`src/rtl/wt_cache_pkg.sv`:
```
// Shared types for the instruction-cache refill path.
// Contents: physical address / transaction id widths, refill slot state
// enum, refill request payload struct and an address alignment helper.
package wt_cache_pkg;

   localparam int unsigned PLEN           = 56;
   localparam int unsigned CACHE_ID_WIDTH = 4;

   typedef enum logic [1:0] {
      SLOT_FREE,
      SLOT_AR_PEND,
      SLOT_DATA,
      SLOT_DONE
   } refill_slot_e;

   typedef struct packed {
      logic [PLEN-1:0]           paddr;
      logic                      nc;
      logic [CACHE_ID_WIDTH-1:0] tid;
   } refill_req_t;

   // Clear the low address bits below a power-of-two byte boundary.
   function automatic logic [PLEN-1:0] align_addr(input logic [PLEN-1:0] addr,
                                                  input int unsigned     bytes);
      return addr & ~PLEN'(bytes - 1);
   endfunction

endpackage

```
`src/rtl/icache_refill_slot.sv`:
```
// One outstanding refill: line buffer, beat counter, requester tid and
// (with ICACHE_REFILL_ERR_EN defined) a sticky bus-error flag.
// Ports: clk_i/rst_ni; alloc_i/alloc_tid_i clear the slot and capture the tid;
// beat_i/beat_last_i/beat_data_i/beat_err_i write one R beat;
// line_o/tid_o/err_o present the slot contents.
module icache_refill_slot
   import wt_cache_pkg::*;
#(
   parameter int unsigned LineWidth    = 256,
   parameter int unsigned AxiDataWidth = 64
) (
   input  logic                      clk_i,
   input  logic                      rst_ni,
   input  logic                      alloc_i,
   input  logic [CACHE_ID_WIDTH-1:0] alloc_tid_i,
   input  logic                      beat_i,
   input  logic                      beat_last_i,
   input  logic [AxiDataWidth-1:0]   beat_data_i,
   input  logic                      beat_err_i,
   output logic [LineWidth-1:0]      line_o,
   output logic [CACHE_ID_WIDTH-1:0] tid_o,
   output logic                      err_o
);

   localparam int unsigned NumBeats = LineWidth / AxiDataWidth;
   localparam int unsigned CntWidth = (NumBeats > 1) ? $clog2(NumBeats) : 1;

   logic [LineWidth-1:0]      line_d, line_q;
   logic [CntWidth-1:0]       cnt_d, cnt_q;
   logic [CACHE_ID_WIDTH-1:0] tid_q;

   // Beat placement; allocation zeroes the buffer so a single nc beat leaves upper bits clear.
   always_comb begin
      line_d = line_q;
      cnt_d  = cnt_q;
      if (alloc_i) begin
         line_d = '0;
         cnt_d  = '0;
      end else if (beat_i) begin
         for (int unsigned b = 0; b < NumBeats; b++) begin
            if (cnt_q == CntWidth'(b)) line_d[b*AxiDataWidth +: AxiDataWidth] = beat_data_i;
         end
         cnt_d = (beat_last_i || cnt_q == CntWidth'(NumBeats - 1)) ? '0 : cnt_q + CntWidth'(1);
      end
   end

   always_ff @(posedge clk_i or negedge rst_ni) begin
      if (!rst_ni) begin
         line_q <= '0;
         cnt_q  <= '0;
         tid_q  <= '0;
      end else begin
         line_q <= line_d;
         cnt_q  <= cnt_d;
         if (alloc_i) tid_q <= alloc_tid_i;
      end
   end

   assign line_o = line_q;
   assign tid_o  = tid_q;

`ifdef ICACHE_REFILL_ERR_EN
   logic err_q;

   // Error accumulates over the whole burst and clears on the next allocation.
   always_ff @(posedge clk_i or negedge rst_ni) begin
      if (!rst_ni)                    err_q <= 1'b0;
      else if (alloc_i)               err_q <= 1'b0;
      else if (beat_i && beat_err_i)  err_q <= 1'b1;
   end

   assign err_o = err_q;
`else
   logic unused_err;
   assign unused_err = beat_err_i;
   assign err_o      = 1'b0;
`endif

endmodule

```
`src/rtl/icache_axi_refill.sv`:
```
// Instruction-cache miss refill engine over AXI AR/R with NumSlots
// outstanding refills, per-slot line assembly and a single return register.
// Ports: req_* miss request in; ar_* AXI read address out; r_* AXI read data in;
// rtrn_* assembled line out. Optional macro ICACHE_REFILL_ERR_EN enables
// bus-error reporting on rtrn_err_o (otherwise tied to 0).
module icache_axi_refill
   import wt_cache_pkg::*;
#(
   parameter int unsigned LineWidth    = 256,
   parameter int unsigned AxiDataWidth = 64,
   parameter int unsigned AxiIdWidth   = 4,
   parameter int unsigned NumSlots     = 2
) (
   input  logic                      clk_i,
   input  logic                      rst_ni,
   input  logic                      req_valid_i,
   output logic                      req_ready_o,
   input  logic [PLEN-1:0]           req_paddr_i,
   input  logic                      req_nc_i,
   input  logic [CACHE_ID_WIDTH-1:0] req_tid_i,
   output logic                      ar_valid_o,
   input  logic                      ar_ready_i,
   output logic [PLEN-1:0]           ar_addr_o,
   output logic [7:0]                ar_len_o,
   output logic [2:0]                ar_size_o,
   output logic [AxiIdWidth-1:0]     ar_id_o,
   input  logic                      r_valid_i,
   output logic                      r_ready_o,
   input  logic [AxiDataWidth-1:0]   r_data_i,
   input  logic [AxiIdWidth-1:0]     r_id_i,
   input  logic                      r_last_i,
   input  logic [1:0]                r_resp_i,
   output logic                      rtrn_valid_o,
   input  logic                      rtrn_ready_i,
   output logic [LineWidth-1:0]      rtrn_data_o,
   output logic [CACHE_ID_WIDTH-1:0] rtrn_tid_o,
   output logic                      rtrn_err_o
);

   localparam int unsigned NumBeats  = LineWidth / AxiDataWidth;
   localparam int unsigned LineBytes = LineWidth / 8;
   localparam int unsigned BeatBytes = AxiDataWidth / 8;
   localparam int unsigned SlotIdxW  = (NumSlots > 1) ? $clog2(NumSlots) : 1;

   refill_req_t               req;
   refill_slot_e              slot_q [NumSlots];
   logic [LineWidth-1:0]      slot_line [NumSlots];
   logic [CACHE_ID_WIDTH-1:0] slot_tid [NumSlots];
   logic [NumSlots-1:0]       slot_err, slot_alloc, slot_beat;

   logic                  free_avail, pend_any, done_any, r_hit;
   logic [SlotIdxW-1:0]   free_idx, done_idx;
   logic                  req_fire, ar_fire, r_fire, rtrn_load;

   logic                      ar_valid_q;
   logic [PLEN-1:0]           ar_addr_q;
   logic [7:0]                ar_len_q;
   logic [AxiIdWidth-1:0]     ar_id_q;
   logic                      rtrn_valid_q;
   logic [LineWidth-1:0]      rtrn_data_q;
   logic [CACHE_ID_WIDTH-1:0] rtrn_tid_q;
   logic                      rtrn_err_q;

   logic unused_resp;
   assign unused_resp = r_resp_i[0];

   assign req = '{paddr: req_paddr_i, nc: req_nc_i, tid: req_tid_i};

   // Slot scan; descending loop so the lowest index wins for FREE and DONE.
   always_comb begin
      free_avail = 1'b0;
      pend_any   = 1'b0;
      done_any   = 1'b0;
      r_hit      = 1'b0;
      free_idx   = '0;
      done_idx   = '0;
      for (int i = int'(NumSlots) - 1; i >= 0; i--) begin
         if (slot_q[i] == SLOT_FREE) begin
            free_avail = 1'b1;
            free_idx   = SlotIdxW'(i);
         end
         if (slot_q[i] == SLOT_AR_PEND) pend_any = 1'b1;
         if (slot_q[i] == SLOT_DONE) begin
            done_any = 1'b1;
            done_idx = SlotIdxW'(i);
         end
         if (slot_q[i] == SLOT_DATA && r_id_i == AxiIdWidth'(i)) r_hit = 1'b1;
      end
   end

   assign req_ready_o = free_avail & ~pend_any;
   assign req_fire    = req_valid_i & req_ready_o;
   assign ar_fire     = ar_valid_q & ar_ready_i;
   // Stall only a completing beat while a finished line is still parked in a slot.
   assign r_ready_o   = ~(r_valid_i & r_last_i & r_hit & done_any);
   assign r_fire      = r_valid_i & r_ready_o;
   assign rtrn_load   = done_any & (~rtrn_valid_q | rtrn_ready_i);

   for (genvar g = 0; g < NumSlots; g++) begin : gen_slot
      assign slot_alloc[g] = req_fire & (free_idx == SlotIdxW'(g));
      // Beats for slots not in DATA fall through here and are discarded.
      assign slot_beat[g]  = r_fire & (slot_q[g] == SLOT_DATA) & (r_id_i == AxiIdWidth'(g));

      icache_refill_slot #(
         .LineWidth    (LineWidth),
         .AxiDataWidth (AxiDataWidth)
      ) i_slot (
         .clk_i       (clk_i),
         .rst_ni      (rst_ni),
         .alloc_i     (slot_alloc[g]),
         .alloc_tid_i (req.tid),
         .beat_i      (slot_beat[g]),
         .beat_last_i (r_last_i),
         .beat_data_i (r_data_i),
         .beat_err_i  (r_resp_i[1]),
         .line_o      (slot_line[g]),
         .tid_o       (slot_tid[g]),
         .err_o       (slot_err[g])
      );
   end

   // Slot FSMs, AR channel and return register.
   always_ff @(posedge clk_i or negedge rst_ni) begin
      if (!rst_ni) begin
         for (int i = 0; i < int'(NumSlots); i++) slot_q[i] <= SLOT_FREE;
         ar_valid_q   <= 1'b0;
         ar_addr_q    <= '0;
         ar_len_q     <= '0;
         ar_id_q      <= '0;
         rtrn_valid_q <= 1'b0;
         rtrn_data_q  <= '0;
         rtrn_tid_q   <= '0;
         rtrn_err_q   <= 1'b0;
      end else begin
         for (int i = 0; i < int'(NumSlots); i++) begin
            case (slot_q[i])
               SLOT_FREE:    if (slot_alloc[i]) slot_q[i] <= SLOT_AR_PEND;
               SLOT_AR_PEND: if (ar_fire) slot_q[i] <= SLOT_DATA;
               SLOT_DATA:    if (slot_beat[i] && r_last_i) slot_q[i] <= SLOT_DONE;
               SLOT_DONE:    if (rtrn_load && done_idx == SlotIdxW'(i)) slot_q[i] <= SLOT_FREE;
               default:      slot_q[i] <= SLOT_FREE;
            endcase
         end

         // Acceptance requires no AR_PEND slot, so it never overlaps an AR handshake.
         if (req_fire) begin
            ar_valid_q <= 1'b1;
            ar_addr_q  <= req.nc ? align_addr(req.paddr, BeatBytes) : align_addr(req.paddr, LineBytes);
            ar_len_q   <= req.nc ? 8'd0 : 8'(NumBeats - 1);
            ar_id_q    <= AxiIdWidth'(free_idx);
         end else if (ar_fire) begin
            ar_valid_q <= 1'b0;
         end

         if (rtrn_load) begin
            rtrn_valid_q <= 1'b1;
            rtrn_data_q  <= slot_line[done_idx];
            rtrn_tid_q   <= slot_tid[done_idx];
            rtrn_err_q   <= slot_err[done_idx];
         end else if (rtrn_ready_i) begin
            rtrn_valid_q <= 1'b0;
         end
      end
   end

   assign ar_valid_o   = ar_valid_q;
   assign ar_addr_o    = ar_addr_q;
   assign ar_len_o     = ar_len_q;
   assign ar_size_o    = 3'($clog2(BeatBytes));
   assign ar_id_o      = ar_id_q;
   assign rtrn_valid_o = rtrn_valid_q;
   assign rtrn_data_o  = rtrn_data_q;
   assign rtrn_tid_o   = rtrn_tid_q;
   assign rtrn_err_o   = rtrn_err_q;

endmodule

```
`config.mk`:
```
export PLATFORM = sky130hd
export DESIGN_NAME = icache_axi_refill
export DESIGN_NICKNAME = d
export VERILOG_FILES = /design/src/rtl/wt_cache_pkg.sv /design/src/rtl/icache_refill_slot.sv /design/src/rtl/icache_axi_refill.sv
export SDC_FILE = /design/constraint.sdc
export NUM_CORES = 1
export LEC_CHECK = 0
export CAP_MARGIN = 5
export CORE_MARGIN = 8
export CORE_UTILIZATION = 30
export DETAILED_ROUTE_END_ITERATION = 6
export HOLD_SLACK_MARGIN = 0.06
export MAX_ROUTING_LAYER = met4
export PLACE_DENSITY = 0.48
export SLEW_MARGIN = 0
export SYNTH_ARGS = -nofsm -noshare
export SYNTH_HDL_FRONTEND = slang
export SYNTH_HIERARCHICAL = 1
export SYNTH_SLANG_ARGS = --single-unit
```
`constraint.sdc`:
```
create_clock -name clk_i -period 4.9 [get_ports clk_i]
set_clock_uncertainty 0.2 [all_clocks]
set_input_delay 1.47 -clock clk_i [delete_from_list [all_inputs] [get_ports clk_i]]
set_output_delay 1.47 -clock clk_i [all_outputs]
set_load 0.005 [all_outputs]
```
==> impl_results.html <==
<table>
<tr><th>Metric</th><th>Value</th></tr>
<tr><th colspan="2">Timing</th></tr>
<tr><td>Final Hold Viols</td><td>0</td></tr>
<tr><td>Final Slew Violations</td><td>0</td></tr>
<tr><td>Setup repair after global routing missed its margin</td><td>false</td></tr>
<tr><td>Fin worst setup slack</td><td>221 ps</td></tr>
<tr><td>Total Neg Setup Slack</td><td>0 ps</td></tr>
<tr><td>Min Tclk post-route</td><td>4680 ps</td></tr>
<tr><td>Final Cycle Share</td><td>0.955</td></tr>
<tr><td>Minimum hold slack</td><td>270 ps</td></tr>
<tr><td>Measured slew at the worst slew-check pin</td><td>1270 ps</td></tr>
<tr><td>Achievable frequency</td><td>214 MHz</td></tr>
<tr><td>Final Setup Violations</td><td>0</td></tr>
<tr><td>Worst relative slew slack</td><td>0.156</td></tr>
<tr><th colspan="2">Global routing</th></tr>
<tr><td>Global Route met1 Usage</td><td>0.243</td></tr>
<tr><td>Met3 layer usage reported by global route</td><td>0.0352</td></tr>
<tr><td>Met2 usage in global routing</td><td>0.291</td></tr>
<tr><td>Global route overflow</td><td>0</td></tr>
<tr><td>Total routing usage reported by global routing</td><td>0.184</td></tr>
<tr><td>Pin count of the biggest net entering global routing</td><td>152</td></tr>
<tr><td>Number of antenna violations at the first check in global routing</td><td>4</td></tr>
<tr><td>GR peak layer</td><td>met2</td></tr>
<tr><td>Wire length of the first global-routing pass</td><td>199000 um</td></tr>
<tr><td>Number of global-route vias before repair</td><td>just under 30000</td></tr>
<tr><th colspan="2">Clock tree</th></tr>
<tr><td>Clk buf depth</td><td>3</td></tr>
<tr><td>Clock insertion delay at the later pin of the skew report</td><td>670 ps</td></tr>
<tr><td>Inserted Clock Buffers</td><td>102</td></tr>
<tr><td>Total of cells resized after clock tree synthesis</td><td>0</td></tr>
<tr><td>Clock tree from TritonCTS</td><td>built</td></tr>
<tr><td>Clock sink total</td><td>~850</td></tr>
<tr><td>Number of hold-repair buffers added at the cts stage</td><td>0</td></tr>
<tr><td>Clock tree root driver cell</td><td>sky130_fd_sc_hd__clkbuf_16</td></tr>
<tr><td>Post-CTS Repair Setup Buffers</td><td>0</td></tr>
<tr><td>Reg clk slew, reported paths</td><td>60 ps</td></tr>
<tr><td>Total number of H-tree levels</td><td>3</td></tr>
<tr><th colspan="2">Drt</th></tr>
<tr><td>Drt first pass iters</td><td>7</td></tr>
<tr><td>Average wire per standard cell</td><td>22.9 um</td></tr>
<tr><td>Drt initial violations</td><td>3186</td></tr>
<tr><td>Number of remaining DRC errors</td><td>16</td></tr>
<tr><td>Post-detailed-route via-to-cell ratio</td><td>5.24</td></tr>
<tr><td>Drt total wl</td><td>128000 um</td></tr>
<tr><td>Post-DRT Antenna Nets</td><td>0</td></tr>
<tr><td>Vias</td><td>29373</td></tr>
<tr><th colspan="2">Logic synthesis</th></tr>
<tr><td>FFs w/ async S/R, synth</td><td>1.00</td></tr>
<tr><td>Mapped Avg Cell Area</td><td>approximately 11 um2</td></tr>
<tr><td>Combined area of all synthesized cells</td><td>0.0381 mm2</td></tr>
<tr><td>Share of Yosys cell area claimed by the top area cell type</td><td>0.555</td></tr>
<tr><td>Number of flops mapped to enable cells by yosys</td><td>0</td></tr>
<tr><td>Synth top area cells</td><td>sky130_fd_sc_hd__dfrtp_1, sky130_fd_sc_hd__a21bo_2, sky130_fd_sc_hd__a222oi_1, sky130_fd_sc_hd__nand3_1, sky130_fd_sc_hd__a21oi_1</td></tr>
<tr><td>Count of cell types in the netlist</td><td>37</td></tr>
<tr><td>Most frequently used flop master after synthesis</td><td>sky130_fd_sc_hd__dfrtp_1</td></tr>
<tr><td>Sequential fraction of the synthesis area</td><td>0.555</td></tr>
<tr><td>Number of warnings printed during yosys synthesis</td><td>6</td></tr>
<tr><td>Post-synthesis cell count</td><td>between 3000 and 4000</td></tr>
<tr><td>Cell type contributing the most total cell area after synthesis</td><td>sky130_fd_sc_hd__dfrtp_1</td></tr>
<tr><td>Post-synthesis sequential element count</td><td>846</td></tr>
<tr><th colspan="2">Cells and area</th></tr>
<tr><td>Commonest cells after routing, fill and taps aside</td><td>sky130_fd_sc_hd__dfrtp_1, sky130_fd_sc_hd__nand3_1, sky130_fd_sc_hd__a21oi_1</td></tr>
<tr><td>Final Non-Filler Cells</td><td>approximately 5600</td></tr>
<tr><td>Most common library cell in the layout ignoring fill and taps</td><td>sky130_fd_sc_hd__dfrtp_1</td></tr>
<tr><td>Layout cell share with drive strength beyond 1</td><td>0.209</td></tr>
<tr><td>Relative area change from synthesis to final layout</td><td>26.1%</td></tr>
<tr><td>Non-Filler Cell Area, Final</td><td>0.0481 mm2</td></tr>
<tr><td>Fin util</td><td>0.379</td></tr>
<tr><td>Post-layout nets</td><td>~4000</td></tr>
<tr><th colspan="2">Run status</th></tr>
<tr><td>Failing checks</td><td>DRC</td></tr>
<tr><td>Run status</td><td>finished with violations</td></tr>
<tr><th colspan="2">Placement</th></tr>
<tr><td>Final GP Congestion</td><td>0.741</td></tr>
<tr><td>Post-Place Setup Slack</td><td>223 ps</td></tr>
<tr><td>Number of placed instances with taps included</td><td>5415</td></tr>
<tr><td>Port-buffer cells</td><td>about 450</td></tr>
<tr><td>Hpwl dp</td><td>77700 um</td></tr>
<tr><td>Cell area reported after detailed placement</td><td>0.0448 mm2</td></tr>
<tr><th colspan="2">Critical path</th></tr>
<tr><td>Type of the setup path with the least slack</td><td>input port to output pin</td></tr>
<tr><td>Crit path capture type</td><td>output pin</td></tr>
<tr><td>Critical-path maximum fanout</td><td>2</td></tr>
<tr><td>Data required time of the worst path</td><td>3230 ps</td></tr>
<tr><td>Worst setup SP type</td><td>input port</td></tr>
<tr><td>Flop-to-flop setup slack</td><td>2070 ps</td></tr>
<tr><td>Critical path arrival</td><td>3010 ps</td></tr>
<tr><th colspan="2">Flow run</th></tr>
<tr><td>Max-Cap Viols</td><td>0</td></tr>
<tr><th colspan="2">Pwr</th></tr>
<tr><td>Total chip power</td><td>21.7 mW</td></tr>
<tr><td>Power density over the cells</td><td>about 450 mW/mm2</td></tr>
<tr><td>Reported leakage power</td><td>22.9 nW</td></tr>
<tr><td>Maximum VDD drop</td><td>0.619 mV</td></tr>
<tr><th colspan="2">Floorplanning</th></tr>
<tr><td>Overall die area</td><td>0.139 mm2</td></tr>
<tr><td># IOs</td><td>~470</td></tr>
<tr><td>Num rows</td><td>131</td></tr>
<tr><td>Core footprint</td><td>0.127 mm2</td></tr>
<tr><td>Horizontal die dimension</td><td>about 370 um</td></tr>
<tr><td>Die Span Y</td><td>373 um</td></tr>
<tr><td>Initial standard-cell utilization of the core</td><td>0.301</td></tr>
<tr><th colspan="2">Hold path</th></tr>
<tr><td>Worst hold path class</td><td>register to register</td></tr>
</table>
-- cell type report --
| type | count | area [um2] |
|---|---|---|
| clock inverter | 27 | 333 |
| sequential | 846 | 21200 |
| inverter | 273 | 1020 |
| fill | 12544 | 78800 |
| tap | 1662 | 2080 |
| clock buffer | 157 | 3000 |
| multi-input combinational | 2055 | 14300 |
| timing repair buffer | 579 | 6150 |
| antenna | 3 | 7.51 |
-- registers in the layout, indices dropped and copies added (netlist names) --
register and flops:
gen_slot.i_slot/cnt_q 4, slot_q 4, gen_slot.i_slot/tid_o 8, gen_slot.i_slot/line_o 512, ar_addr_o 53, rtrn_tid_o 4
ar_id_o 1, ar_len_o 1, rtrn_err_o 1, ar_valid_o 1, rtrn_data_o 256, rtrn_valid_o 1
-- power breakdown --
group / switching, mW / leakage (nW) / internal, mW
logic: 3.67 / 9.64 / 2.19
registers: 0.504 / 11.7 / 7.83
clock network: 3.07 / 1.63 / 4.48
-- final timing paths --
path	start	endpoint	cells after the start
worst max-delay path	r_id_i[3]	r_ready_o	6
worst min-delay path	ar_addr_o[11]	ar_addr_o[11]	2
worst max register to register	slot_q[0]	gen_slot[1].i_slot/line_o[73]	9
worst min register to register	ar_addr_o[11]	ar_addr_o[11]	2
max in group asynchronous	rst_ni	gen_slot[1].i_slot/line_o[113]	3
min in group asynchronous	rst_ni	ar_addr_o[53]	1
-- worst max-delay path, stage by stage --
cell and delay [ps]:
sky130_fd_sc_hd__clkdlybuf4s50_1 420, sky130_fd_sc_hd__nor3_1 280, sky130_fd_sc_hd__nand3_1 190, sky130_fd_sc_hd__nand2_1 90, sky130_fd_sc_hd__nand4_1 90, sky130_fd_sc_hd__clkdlybuf4s50_1 470
-- synthesized netlist by cell type (2+ instances only) --
cell type	n
sky130_fd_sc_hd__dfrtp_1	846
sky130_fd_sc_hd__nand3_1	518
sky130_fd_sc_hd__a21oi_1	517
sky130_fd_sc_hd__a21bo_2	512
sky130_fd_sc_hd__inv_1	273
sky130_fd_sc_hd__a222oi_1	261
sky130_fd_sc_hd__clkbuf_1	219
sky130_fd_sc_hd__nand2_1	165
sky130_fd_sc_hd__buf_2	98
sky130_fd_sc_hd__buf_4	48
sky130_fd_sc_hd__buf_1	36
sky130_fd_sc_hd__ha_1	17
sky130_fd_sc_hd__mux2_2	9
sky130_fd_sc_hd__nand2b_1	6
sky130_fd_sc_hd__nor2_1	6
sky130_fd_sc_hd__conb_1	4
sky130_fd_sc_hd__and3_1	2
sky130_fd_sc_hd__nand4bb_1	2
sky130_fd_sc_hd__nor3_1	2
sky130_fd_sc_hd__o21ai_0	2
sky130_fd_sc_hd__or2_2	2
sky130_fd_sc_hd__or4b_1	2
-- routing by layer --
| metal | vias to the layer above | share of wire |
|---|---|---|
| met4 | 0 | 0.024 |
| met2 | 899 | 0.47 |
| met3 | 154 | 0.058 |
| met1 | 14866 | 0.45 |
| met5 | - | 0 |
| li1 | 13454 | - |
-- cells by family (layout without fill, tap and decap cells) --
family          after synthesis  in the layout  share of synthesized area
compound gates             1300           1300                      0.273
fa+ha+maj                    17             17                    0.00558
buf+inv                     674           1036                     0.0743
flops                       846            846                      0.555
mux                          10             10                    0.00305
other cells                   4             20                   0.000393
simple gates                711            711                     0.0890
Power figures use the tool's default switching activity.
